### config.mk
export PLATFORM = sky130hd
export DESIGN_NAME = tree_op_scheduler
export DESIGN_NICKNAME = d
export VERILOG_FILES = /design/src/rtl/tree_op_scheduler.sv
export SDC_FILE = /design/constraint.sdc
export NUM_CORES = 1
export LEC_CHECK = 0
export BUFFER_PORTS_ARGS = -buffer_cell sky130_fd_sc_hd__buf_2
export CORE_MARGIN = 2
export CORE_UTILIZATION = 25
export CTS_BUF_LIST = sky130_fd_sc_hd__clkbuf_8 sky130_fd_sc_hd__clkbuf_16
export DETAILED_ROUTE_END_ITERATION = 10
export GPL_ROUTABILITY_DRIVEN = 0
export HOLD_SLACK_MARGIN = 0.05
export PLACE_DENSITY = 0.47
export SETUP_SLACK_MARGIN = 0.02
export SYNTH_ARGS = -nofsm -noshare
export SYNTH_HDL_FRONTEND = slang
export SYNTH_SLANG_ARGS = --single-unit
### constraint.sdc
create_clock -name i_clk -period 4.9 [get_ports i_clk]
set_clock_uncertainty 0.1 [all_clocks]
set_input_delay 0.98 -clock i_clk [delete_from_list [all_inputs] [get_ports i_clk]]
set_output_delay 0.98 -clock i_clk [all_outputs]
set_load 0.01 [all_outputs]
### src/rtl/tree_op_scheduler.sv
// Root-operation scheduler: routes push/pop requests to RPU (tree_id mod LEVEL) with per-RPU round-robin and cooldown.
// Optional per-RPU issue/stall statistics are enabled with macro TREE_OP_SCHED_STATS_EN.
module tree_op_scheduler #(
   parameter int LEVEL    = 4,
   parameter int TREE_NUM = 8,
   parameter int PTW      = 16,
   parameter int GAP      = 2,
   parameter int CNT_W    = 16,
   localparam int TREE_NUM_BITS = $clog2(TREE_NUM),
   localparam int LEVEL_BITS    = $clog2(LEVEL)
) (
   input  logic                            i_clk,
   input  logic                            i_rst,
   input  logic [LEVEL-1:0]                i_req_valid,
   input  logic [LEVEL-1:0]                i_req_push,
   input  logic [LEVEL*TREE_NUM_BITS-1:0]  i_req_tree_id,
   input  logic [LEVEL*PTW-1:0]            i_req_data,
   output logic [LEVEL-1:0]                o_req_ready,
   input  logic [LEVEL-1:0]                i_rpu_busy,
`ifdef TREE_OP_SCHED_STATS_EN
   output logic [LEVEL*CNT_W-1:0]          o_issue_cnt,
   output logic [LEVEL*CNT_W-1:0]          o_stall_cnt,
`endif
   output logic [LEVEL-1:0]                o_rpu_push,
   output logic [LEVEL-1:0]                o_rpu_pop,
   output logic [LEVEL*TREE_NUM_BITS-1:0]  o_rpu_tree_id,
   output logic [LEVEL*PTW-1:0]            o_rpu_push_data
);

   localparam int CDW = 4;

   logic [LEVEL-1:0][LEVEL_BITS-1:0]    rr_ptr_q, rr_ptr_d;
   logic [LEVEL-1:0][CDW-1:0]           cool_q, cool_d;
   logic [LEVEL-1:0]                    push_q, push_d, pop_q, pop_d;
   logic [LEVEL-1:0][TREE_NUM_BITS-1:0] tid_q, tid_d;
   logic [LEVEL-1:0][PTW-1:0]           data_q, data_d;
   logic [LEVEL-1:0]                    eligible, gnt_vld, pend;
   logic [LEVEL-1:0][LEVEL_BITS-1:0]    gnt_idx, tgt;
   logic [LEVEL_BITS-1:0]               idx;

   always_comb begin
      for (int k = 0; k < LEVEL; k++)
         tgt[k] = i_req_tree_id[k*TREE_NUM_BITS +: LEVEL_BITS];
   end

   // Per-RPU arbitration; the first matching requester at or after rr_ptr wins.
   always_comb begin
      eligible = '0;
      gnt_vld  = '0;
      gnt_idx  = '0;
      pend     = '0;
      idx      = '0;
      for (int r = 0; r < LEVEL; r++) begin
         eligible[r] = (cool_q[r] == '0) && !i_rpu_busy[r] && !i_rst;
         for (int off = 0; off < LEVEL; off++) begin
            idx = rr_ptr_q[r] + LEVEL_BITS'(off);
            if (i_req_valid[idx] && (tgt[idx] == LEVEL_BITS'(r))) begin
               pend[r] = 1'b1;
               if (eligible[r] && !gnt_vld[r]) begin
                  gnt_vld[r] = 1'b1;
                  gnt_idx[r] = idx;
               end
            end
         end
      end
   end

   always_comb begin
      o_req_ready = '0;
      for (int r = 0; r < LEVEL; r++)
         if (gnt_vld[r]) o_req_ready[gnt_idx[r]] = 1'b1;
   end

   always_comb begin
      rr_ptr_d = rr_ptr_q;
      cool_d   = cool_q;
      push_d   = '0;
      pop_d    = '0;
      tid_d    = '0;
      data_d   = '1;
      for (int r = 0; r < LEVEL; r++) begin
         if (cool_q[r] != '0) cool_d[r] = cool_q[r] - CDW'(1);
         if (gnt_vld[r]) begin
            rr_ptr_d[r] = gnt_idx[r] + LEVEL_BITS'(1);
            cool_d[r]   = CDW'(GAP - 1);
            push_d[r]   = i_req_push[gnt_idx[r]];
            pop_d[r]    = !i_req_push[gnt_idx[r]];
            tid_d[r]    = i_req_tree_id[int'(gnt_idx[r])*TREE_NUM_BITS +: TREE_NUM_BITS];
            if (i_req_push[gnt_idx[r]]) data_d[r] = i_req_data[int'(gnt_idx[r])*PTW +: PTW];
         end
      end
   end

   always_ff @(posedge i_clk) begin
      if (i_rst) begin
         rr_ptr_q <= '0;
         cool_q   <= '0;
         push_q   <= '0;
         pop_q    <= '0;
         tid_q    <= '0;
         data_q   <= '1;
      end else begin
         rr_ptr_q <= rr_ptr_d;
         cool_q   <= cool_d;
         push_q   <= push_d;
         pop_q    <= pop_d;
         tid_q    <= tid_d;
         data_q   <= data_d;
      end
   end

   assign o_rpu_push      = push_q;
   assign o_rpu_pop       = pop_q;
   assign o_rpu_tree_id   = tid_q;
   assign o_rpu_push_data = data_q;

`ifdef TREE_OP_SCHED_STATS_EN
   logic [LEVEL-1:0][CNT_W-1:0] issue_cnt_q, issue_cnt_d, stall_cnt_q, stall_cnt_d;

   function automatic logic [CNT_W-1:0] sat_inc(input logic [CNT_W-1:0] v);
      return (&v) ? v : v + CNT_W'(1);
   endfunction

   // A stall is a cycle with pending work for r that r cannot accept.
   always_comb begin
      issue_cnt_d = issue_cnt_q;
      stall_cnt_d = stall_cnt_q;
      for (int r = 0; r < LEVEL; r++) begin
         if (gnt_vld[r])                issue_cnt_d[r] = sat_inc(issue_cnt_q[r]);
         if (pend[r] && !eligible[r])   stall_cnt_d[r] = sat_inc(stall_cnt_q[r]);
      end
   end

   always_ff @(posedge i_clk) begin
      if (i_rst) begin
         issue_cnt_q <= '0;
         stall_cnt_q <= '0;
      end else begin
         issue_cnt_q <= issue_cnt_d;
         stall_cnt_q <= stall_cnt_d;
      end
   end

   assign o_issue_cnt = issue_cnt_q;
   assign o_stall_cnt = stall_cnt_q;
`endif

endmodule

Word level (Yosys, flattened, before mapping)
Index checks and enable logic that the tools add are counted.
- output and inout bits: 88
- register bits after elaboration: 108
- bitwise logic cells: 11
- multipliers: 4
- reduce and logical (&&, ||, !) cells: 89
- equality and inequality tests: 12
- add/subtract/negate cells: 20
- shifts and indexed selects: 8
- $lt $le $gt $ge: 24
- multiplexer cells: 156
- operators by type and width (cell ; count):
    $shiftx 64x7->16 ; 4
    $mux 2 ; 48
    $bmux 2 s2 ; 16
    $mux 1 ; 64
    $lt 2x3->1 const B ; 20
    $shiftx 12x5->3 ; 4
    $bmux 1 s2 ; 20
    $logic_and 1x1->1 ; 40
    $logic_not 1->1 ; 21
    $add 2x1->2 const B ; 8
    $add 2x2->2 const B ; 8
    $eq 2x2->1 const B ; 8
    $logic_not 4->1 ; 4
    $mul 2x2->4 const B ; 4
    $mux 4 ; 4
    $reduce_bool 4->1 ; 4
    $reduce_or 2->1 ; 8
    $sub 4x1->4 const B ; 4
    $or 4x4->4 ; 3
    $reduce_or 3->1 ; 4
    $demux 1 s2 ; 4
    $eq 2x1->1 const B ; 4
    $ge 2x1->1 const B ; 4
    $logic_not 2->1 ; 4
    other kinds (2) ; 12

Depth between registers and ports, before layout
Gate-level depths: netlist of the first run.
- depth in word-level cells: 28
- depth in mapped cells: 13

Worst setup path before layout of the first run
No wires, ideal clock.
- path type: input port to output port
- start: in i_req_tree_id[7]
- end: out o_req_ready[0]
- stages on the path: 11
- data arrival time: 3.234 ns
- slack: 0.586 ns
- required time: 3.820 ns
- path buffers: 2
- path through: buf_2 -> and3b_1 -> nor2_1 -> mux4_2 -> a22oi_1 -> o31a_1 -> buf_2 -> inv_1 -> ha_1 -> a222oi_1 -> o21ai_0
- longest elaborated chain between the ends: 28
- elaborated cells on any way between the ends: 171
- ends and longest elaborated chain (what ; RTL line ; source):
    start, declared ; 16 ; input logic [LEVEL*TREE_NUM_BITS-1:0] i_req_tree_id,
    $bmux 2 s2 ; 57 ; if (i_req_valid[idx] && (tgt[idx] == LEVEL_BITS'(r))) begin
    $mux 2 (not written as such) ; 57 ;
    $logic_not 2->1 ; 57 ;
    $logic_and 1x1->1 ; 57 ;
    $mux 1 ; 57 ;
    $logic_not 1->1 ; 59 ; if (eligible[r] && !gnt_vld[r]) begin
    $logic_and 1x1->1 ; 59 ;
    $mux 1 ; 59 ;
    (+12 left out) ; - ;
    $demux 1 s2 ; 71 ; if (gnt_vld[r]) o_req_ready[gnt_idx[r]] = 1'b1;
    $mux 4 ; 71 ;
    $or 4x4->4 (no line) ; - ;
    $mux 4 ; 71 ;
    $or 4x4->4 (no line) ; - ;
    $mux 4 ; 71 ;
    $or 4x4->4 (no line) ; - ;
    $mux 4 * ; 71 ;
    end, declared ; 18 ; output logic [LEVEL-1:0] o_req_ready,
Every way passes the cells marked *; elsewhere a longest branch is shown, timed or not. The select of a mux whose other input is x is not followed.

Worst setup path in the final report of the first run
Ends and elaborated chain as after synthesis.

==> results of run 1 <==
[cell families after synthesis]
group,count (synthesis),share of synthesized area
and+or+nand+nor,221,0.180
xor gates and xnor gates,8,0.0103
buffers and inverters,73,0.0556
adders and majority gates,20,0.0367
other,1,0.000550
AOI/OAI and AO/OA,107,0.119
muxes,159,0.281
DFF,108,0.317
[metal layers]
| metal | vias up | track usage |
|---|---|---|
| met2 | 167 | 0.247 |
| li1 | 2862 | - |
| met3 | 25 | 0.0394 |
| met4 | 2 | 0.0479 |
| met1 | 2812 | 0.201 |
| met5 | - | 0 |
[cell usage after synthesis, drive strengths merged (3+ instances only)]
master   instances  share of area
inv             24          0.013
a21oi           17          0.012
a2111oi          5         0.0073
a2bb2oi          3         0.0048
ha              20          0.037
clkbuf           9         0.0050
nand3b           9         0.0099
nor3            10         0.0090
mux4            21          0.069
xnor2            5         0.0064
o22ai            3         0.0028
nand4b           3         0.0039
nand3            9         0.0066
nand4            3         0.0028
dfxtp          108           0.32
a21o            21          0.023
and3b            7         0.0090
nand2           88          0.048
nor2b            3         0.0028
mux2            34          0.057
buf             39          0.037
xor2             3         0.0039
a222oi           4         0.0059
or3b             4         0.0055
nor3b            6          0.011
o31ai            3         0.0033
a211oi           4         0.0044
or3             22          0.020
mux2i          104           0.15
or4bb            4         0.0066
and3             3         0.0028
o21ai           17          0.013
o221ai           3         0.0073
nor2            27          0.015
and2             8         0.0073
o211ai           8         0.0088
nand2b           6         0.0055
[worst max-delay path: cells and delay by family]
kind / cells / cell delay (ns)
buffers and inverters: 3 / 0.45
adders and majority gates: 1 / 0.21
and+or+nand+nor: 2 / 0.38
muxes: 1 / 0.48
AOI/OAI and AO/OA: 4 / 1.02
[worst min-delay path by stage]
stage / endpoint / start / cells past startpoint
final: cool_q[9] / cool_q[9] / 2
after global routing: rr_ptr_q[7] / rr_ptr_q[7] / 2
after CTS: rr_ptr_q[7] / rr_ptr_q[7] / 2
after detailed placement: cool_q[15] / cool_q[15] / 2
after global placement: cool_q[7] / cool_q[7] / 2
after floorplan: cool_q[7] / cool_q[7] / 2
[final cells by class]
type                            instances  share of cell area
Clock inverter                          7             0.00795
Inverter                               25              0.0113
Sequential cell                       108               0.259
Antenna cell                            2            0.000600
Tap cell                              341              0.0512
Clock buffer                            9              0.0270
Timing Repair Buffer                  196               0.123
Multi-Input combinational cell        519               0.519
[per-stage QoR]
step                std cells   util  hold WS (ns)  setup slack [ns]  area, um2
CTS                      1205  0.310         0.421             0.330       8330
finish                   1207  0.310         0.421             0.308       8340
global placement         1189  0.299         0.395             0.472       8040
floorplan                 700      -         0.374             0.586       6830
detailed placement       1189  0.299         0.405             0.350       8040
global route             1205  0.310         0.446             0.167       8330
[cells in the final DEF (no fill, tap or decap), types with 3 or more instances in the layout]
| cell | instances |
|---|---|
| buf_2 | 177 |
| dfxtp_1 | 108 |
| mux2i_1 | 103 |
| nand2_1 | 88 |
| mux2_2 | 30 |
| nor2_1 | 27 |
| inv_1 | 23 |
| or3_1 | 22 |
| a21o_1 | 21 |
| mux4_2 | 21 |
| ha_1 | 20 |
| buf_4 | 19 |
| a21oi_1 | 17 |
| o21ai_0 | 15 |
| nand3_1 | 9 |
| nand3b_1 | 9 |
| nor3_1 | 9 |
| clkbuf_16 | 9 |
| o211ai_1 | 8 |
| and2_1 | 8 |
| and3b_1 | 7 |
| nand2b_1 | 6 |
| nor3b_2 | 6 |
| xnor2_1 | 5 |
| a222oi_1 | 4 |
| or4bb_1 | 4 |
| a2111oi_0 | 4 |
| conb_1 | 4 |
| and3_1 | 3 |
| nand4b_1 | 3 |
| or3b_1 | 3 |
| o31ai_1 | 3 |
| nor2b_1 | 3 |
| nand4_1 | 3 |
| o22ai_1 | 3 |
| mux2_1 | 3 |
| xor2_1 | 3 |
| a211oi_1 | 3 |
| inv_8 | 3 |
[flip-flops by register name (all words and copies together), names as in the netlist]
name,cells
o_rpu_push_data,64
cool_q,16
o_rpu_pop,4
rr_ptr_q,8
o_rpu_push,4
o_rpu_tree_id,12
[power groups by stage]
stage / sequential (mW) / combinational (mW) / clock (mW)
after floorplan: 1.06 / 0.616 / 0
after global placement: 1.07 / 0.844 / 0
after detailed placement: 1.07 / 0.846 / 0
after CTS: 1.05 / 0.849 / 0.804
after global routing: 1.06 / 0.940 / 0.836
final: 1.05 / 0.843 / 0.760
==> impl_metrics.ini, run 1 <==
[final_layout]
fillerInstances = 2857
seqCellArea_um2 = 2160
multiInputGateArea_um2 = 4330
fin_nets = 969
syn2layout_area_growth_pct = 22.3
drive_gt1_frac = 0.333

[sta]
final_max_slew_viol_count = 0
maxSlewHeadroom = 0.408
worst_pin_slew_ns = 0.889
rsz0062_at_grt = false
timing.final.crit_share = 0.937
fin_setup_tns_ns = 0
min_period_ns = 4.59
fmax_mhz = 218
setup_viol = 0
hold_viol = 0

[cts]
cts_made_buffers = 9
h-tree-depth = 3
cts_sinks = 108
cts_tree = yes
post_cts_resized = 0
clk_pin_slew_ns = 0.08
insertion_delay_ns = 0.35
post_cts_buffers = 0
cts-hold-fix-buffers = 0
cts-root-buf = clkbuf_16
clk_path_buf_depth = 2

[setup_path]
slowest_stage = mux4_2
critPathKind = in2out
end_kind = primary output
crit_chain = buf_2, and3b_1, nor2_1, mux4_2, a22oi_1, o31a_1, inv_1, ha_1, a222oi_1, o21ai_0, buf_2
critPathRequiredTime_ns = 3.82
crit_start = i_req_tree_id[7]
cp-endpoint = o_req_ready[0]
crit_arrival_ns = 3.51
worstPathMaxFanout = 11
max_stage_delay_ns = 0.48
reg2reg_slack_ns = 1.31
startpoint_type = input pin
r2r_cells = 8
cpMostUsedCell = buf_2
regToRegStartpoint = rr_ptr_q[0]
timing.rr.end = o_rpu_tree_id[2]

[placed_design]
portBuffers = 177
dpl.hpwl_um = 16300

[synthesis]
syn_avg_cell_area_um2 = 9.78
synth_edf_count = 0
ys_dominant_reg_cell = dfxtp_1
syn_area_um2 = 6820
seq_area_frac_synth = 0.317
synth_seq_cells = 108
async_flop_share = 0
syn_inst = 697
synth.distinct_cells = 76
yosysWarnings = 0

[die]
dieHeight_um = 169
pin_count = 178
coreArea_um2 = 26900
dieArea_um2 = 28600
initial_core_util = 0.254
rows = 60
fp.dieW_um = 169

[detailed_routing]
routed_via_density = 4.86
drt_iter0_markers = 290
drt_wl_total_um = 22000
firstDrtPassIters = 4
drt-wirelength-per-cell_um = 18.2
num_vias = 5868
drc = 0
ant_nets = 0
wl_met3_um = 1280
wl_met1_um = 9970
highest_layer = met5
met2_length_um = 10200

[power_and_ir_drop]
p_per_area_nw_per_um2 = 318
p_seq_frac = 0.395
p_comb_frac = 0.318
p_clk_frac = 0.287
vdd_drop_max_uv = 180
p_sw_mw = 0.938
switching_share = 0.354
leakage_nw = 3.89
intPower_mw = 1.71
power_mw = 2.65

[global_route]
grt_pass1_wl_um = 33600
antenna_found_initial = 3
grt_max_degree = 23
overflow = 0
first_global_vias = 5698
grt_usage = 0.153

[run]
cap_violations = 0

[status]
status = finished clean

[min_path]
hold_class = reg2reg
No activity file was read; power rests on OpenSTA's default activity.
==> run 2: changes to the inputs <==
CTS_BUF_LIST = sky130_fd_sc_hd__clkbuf_4   (was sky130_fd_sc_hd__clkbuf_8 sky130_fd_sc_hd__clkbuf_16)
RECOVER_POWER = 100   (was unset)
==> impl_metrics.ini, run 2 (synthesis gave the netlist of run 1 again) <==
[power_and_ir_drop]
p_sw_mw = 0.908
p_seq_frac = 0.444
p_per_area_nw_per_um2 = 296
leakage_nw = 3.62
power_mw = 2.37
intPower_mw = 1.46
vdd_drop_max_uv = 112
p_clk_frac = 0.208
switching_share = 0.384
p_comb_frac = 0.348

[die]
dieHeight_um = 169
initial_core_util = 0.254
fp.dieW_um = 169
dieArea_um2 = 28600
pin_count = 178
rows = 60
coreArea_um2 = 26900

[setup_path]
crit_family = compound AO/OA/AOI/OAI gates
r2r_cells = 8
worstPathMaxFanout = 14
regToRegStartpoint = rr_ptr_q[0]
crit_arrival_ns = 3.50
slowest_stage = dfxtp_1
worst-path-stages = 8
end_kind = primary output
worst-path-buf-inv = 2
critPathKind = reg2out
crit_chain = or4bb_1, o211ai_1, a221o_1, a21boi_0, buf_4, or2_1, nand2_1, buf_2
crit_start = rr_ptr_q[0]
critPathRequiredTime_ns = 3.82
max_stage_delay_ns = 0.65
startpoint_type = flip-flop

[final_layout]
drive_gt1_frac = 0.218
layout_common_cells = dfxtp_1 (108), mux2i_1 (104), clkbuf_1 (94), buf_2 (90), nand2_1 (88)
fin_nets = 969
syn2layout_area_growth_pct = 17.2
utilization = 0.297
instances_no_fill = 1208
final_area_um2 = 7990
largest_reg_flops = 64
mostFrequentLayoutCell = dfxtp_1

[detailed_routing]
drt_wl_total_um = 22100
routed_via_density = 4.86
firstDrtPassIters = 4
ant_nets = 0
drc = 0
drt-wirelength-per-cell_um = 18.3
drt_iter0_markers = 263
num_vias = 5875

[placed_design]
dp_slack_ns = 0.350
placedInstanceArea_um2 = 8040
dp_cells = 1189
portBuffers = 177
dpl.hpwl_um = 16300

[sta]
timing.final.crit_share = 0.936
min_period_ns = 4.58
maxSlewHeadroom = -0.296
fmax_mhz = 218
hold_viol = 0
rsz0062_at_grt = false
fin_setup_tns_ns = 0
setup_viol = 0
fin_hold_ws_ns = 0.431
final_max_slew_viol_count = 62
worst_pin_slew_ns = 1.89
setup_slack_ns = 0.315

[cts]
cts_sinks = 108
post_cts_buffers = 0
h-tree-depth = 3
clk_pin_slew_ns = 0.20
cts_made_buffers = 9
cts-root-buf = clkbuf_4
clk_path_buf_depth = 2
post_cts_resized = 0
cts-hold-fix-buffers = 0
cts_tree = yes
insertion_delay_ns = 0.50

[status]
status = complete, but fails checks
failed_checks = capacitance limit, slew limit

[global_route]
antenna_found_initial = 4
first_global_vias = 5702
grt_max_degree = 23
grt_usage = 0.154
overflow = 0
grt_pass1_wl_um = 33600

[run]
cap_violations = 3

[min_path]
hold_depth = 2
hp-start = cool_q[9]
hold_class = reg2reg
==> run 2: cell count changes in the layout (fill, tap and decap cells not counted), moves of 2 or more <==
cell,previous run,this run
clkbuf_16,9,0
clkbuf_1,0,94
buf_4,19,9
buf_2,177,90
clkbuf_4,0,9
clkbuf_2,0,3
a21boi_0,0,2
==> run 2: power by group through the flow <==
stage / sequential (mW) / combinational [mW] / clock [mW]
detailed placement: 1.07 / 0.846 / 0
floorplan: 1.06 / 0.616 / 0
CTS: 1.05 / 0.849 / 0.530
global route: 1.07 / 0.921 / 0.563
global placement: 1.07 / 0.844 / 0
finish: 1.05 / 0.824 / 0.491
==> run 2: per-layer routing <==
metal,global-route usage,routed length [um]
met4,0.0502,588
met3,0.0401,1320
met5,0,13
met2,0.247,10200
met1,0.201,9990
==> run 2: worst register-to-register path: cells and delay by family, from the launching register on <==
| kind | cells | cell delay [ns] |
|---|---|---|
| multiplexers | 1 | 1.53 |
| AO/OA/AOI/OAI | 5 | 1.06 |
| flip-flops | 1 | 0.65 |
| AND/OR/NAND/NOR | 1 | 0.56 |
| buffers and inverters | 1 | 0.49 |
==> run 2: final timing paths <==
kind	end	slack [ns]
max	o_req_ready[1]	0.32
min	cool_q[9]	0.43
max reg2reg	o_rpu_push_data[12]	0.45
min reg2reg	cool_q[9]	0.43
==> run 2: cell type report <==
| type | count | area (um2) |
|---|---|---|
| antenna | 3 | 7.51 |
| clock buffer | 9 | 67.6 |
| clock inverter | 7 | 66.3 |
| fill | 2936 | 18900 |
| inverter | 25 | 93.8 |
| multi-input combinational | 519 | 4280 |
| sequential | 108 | 2160 |
| tap | 341 | 427 |
| timing repair buffer | 196 | 886 |
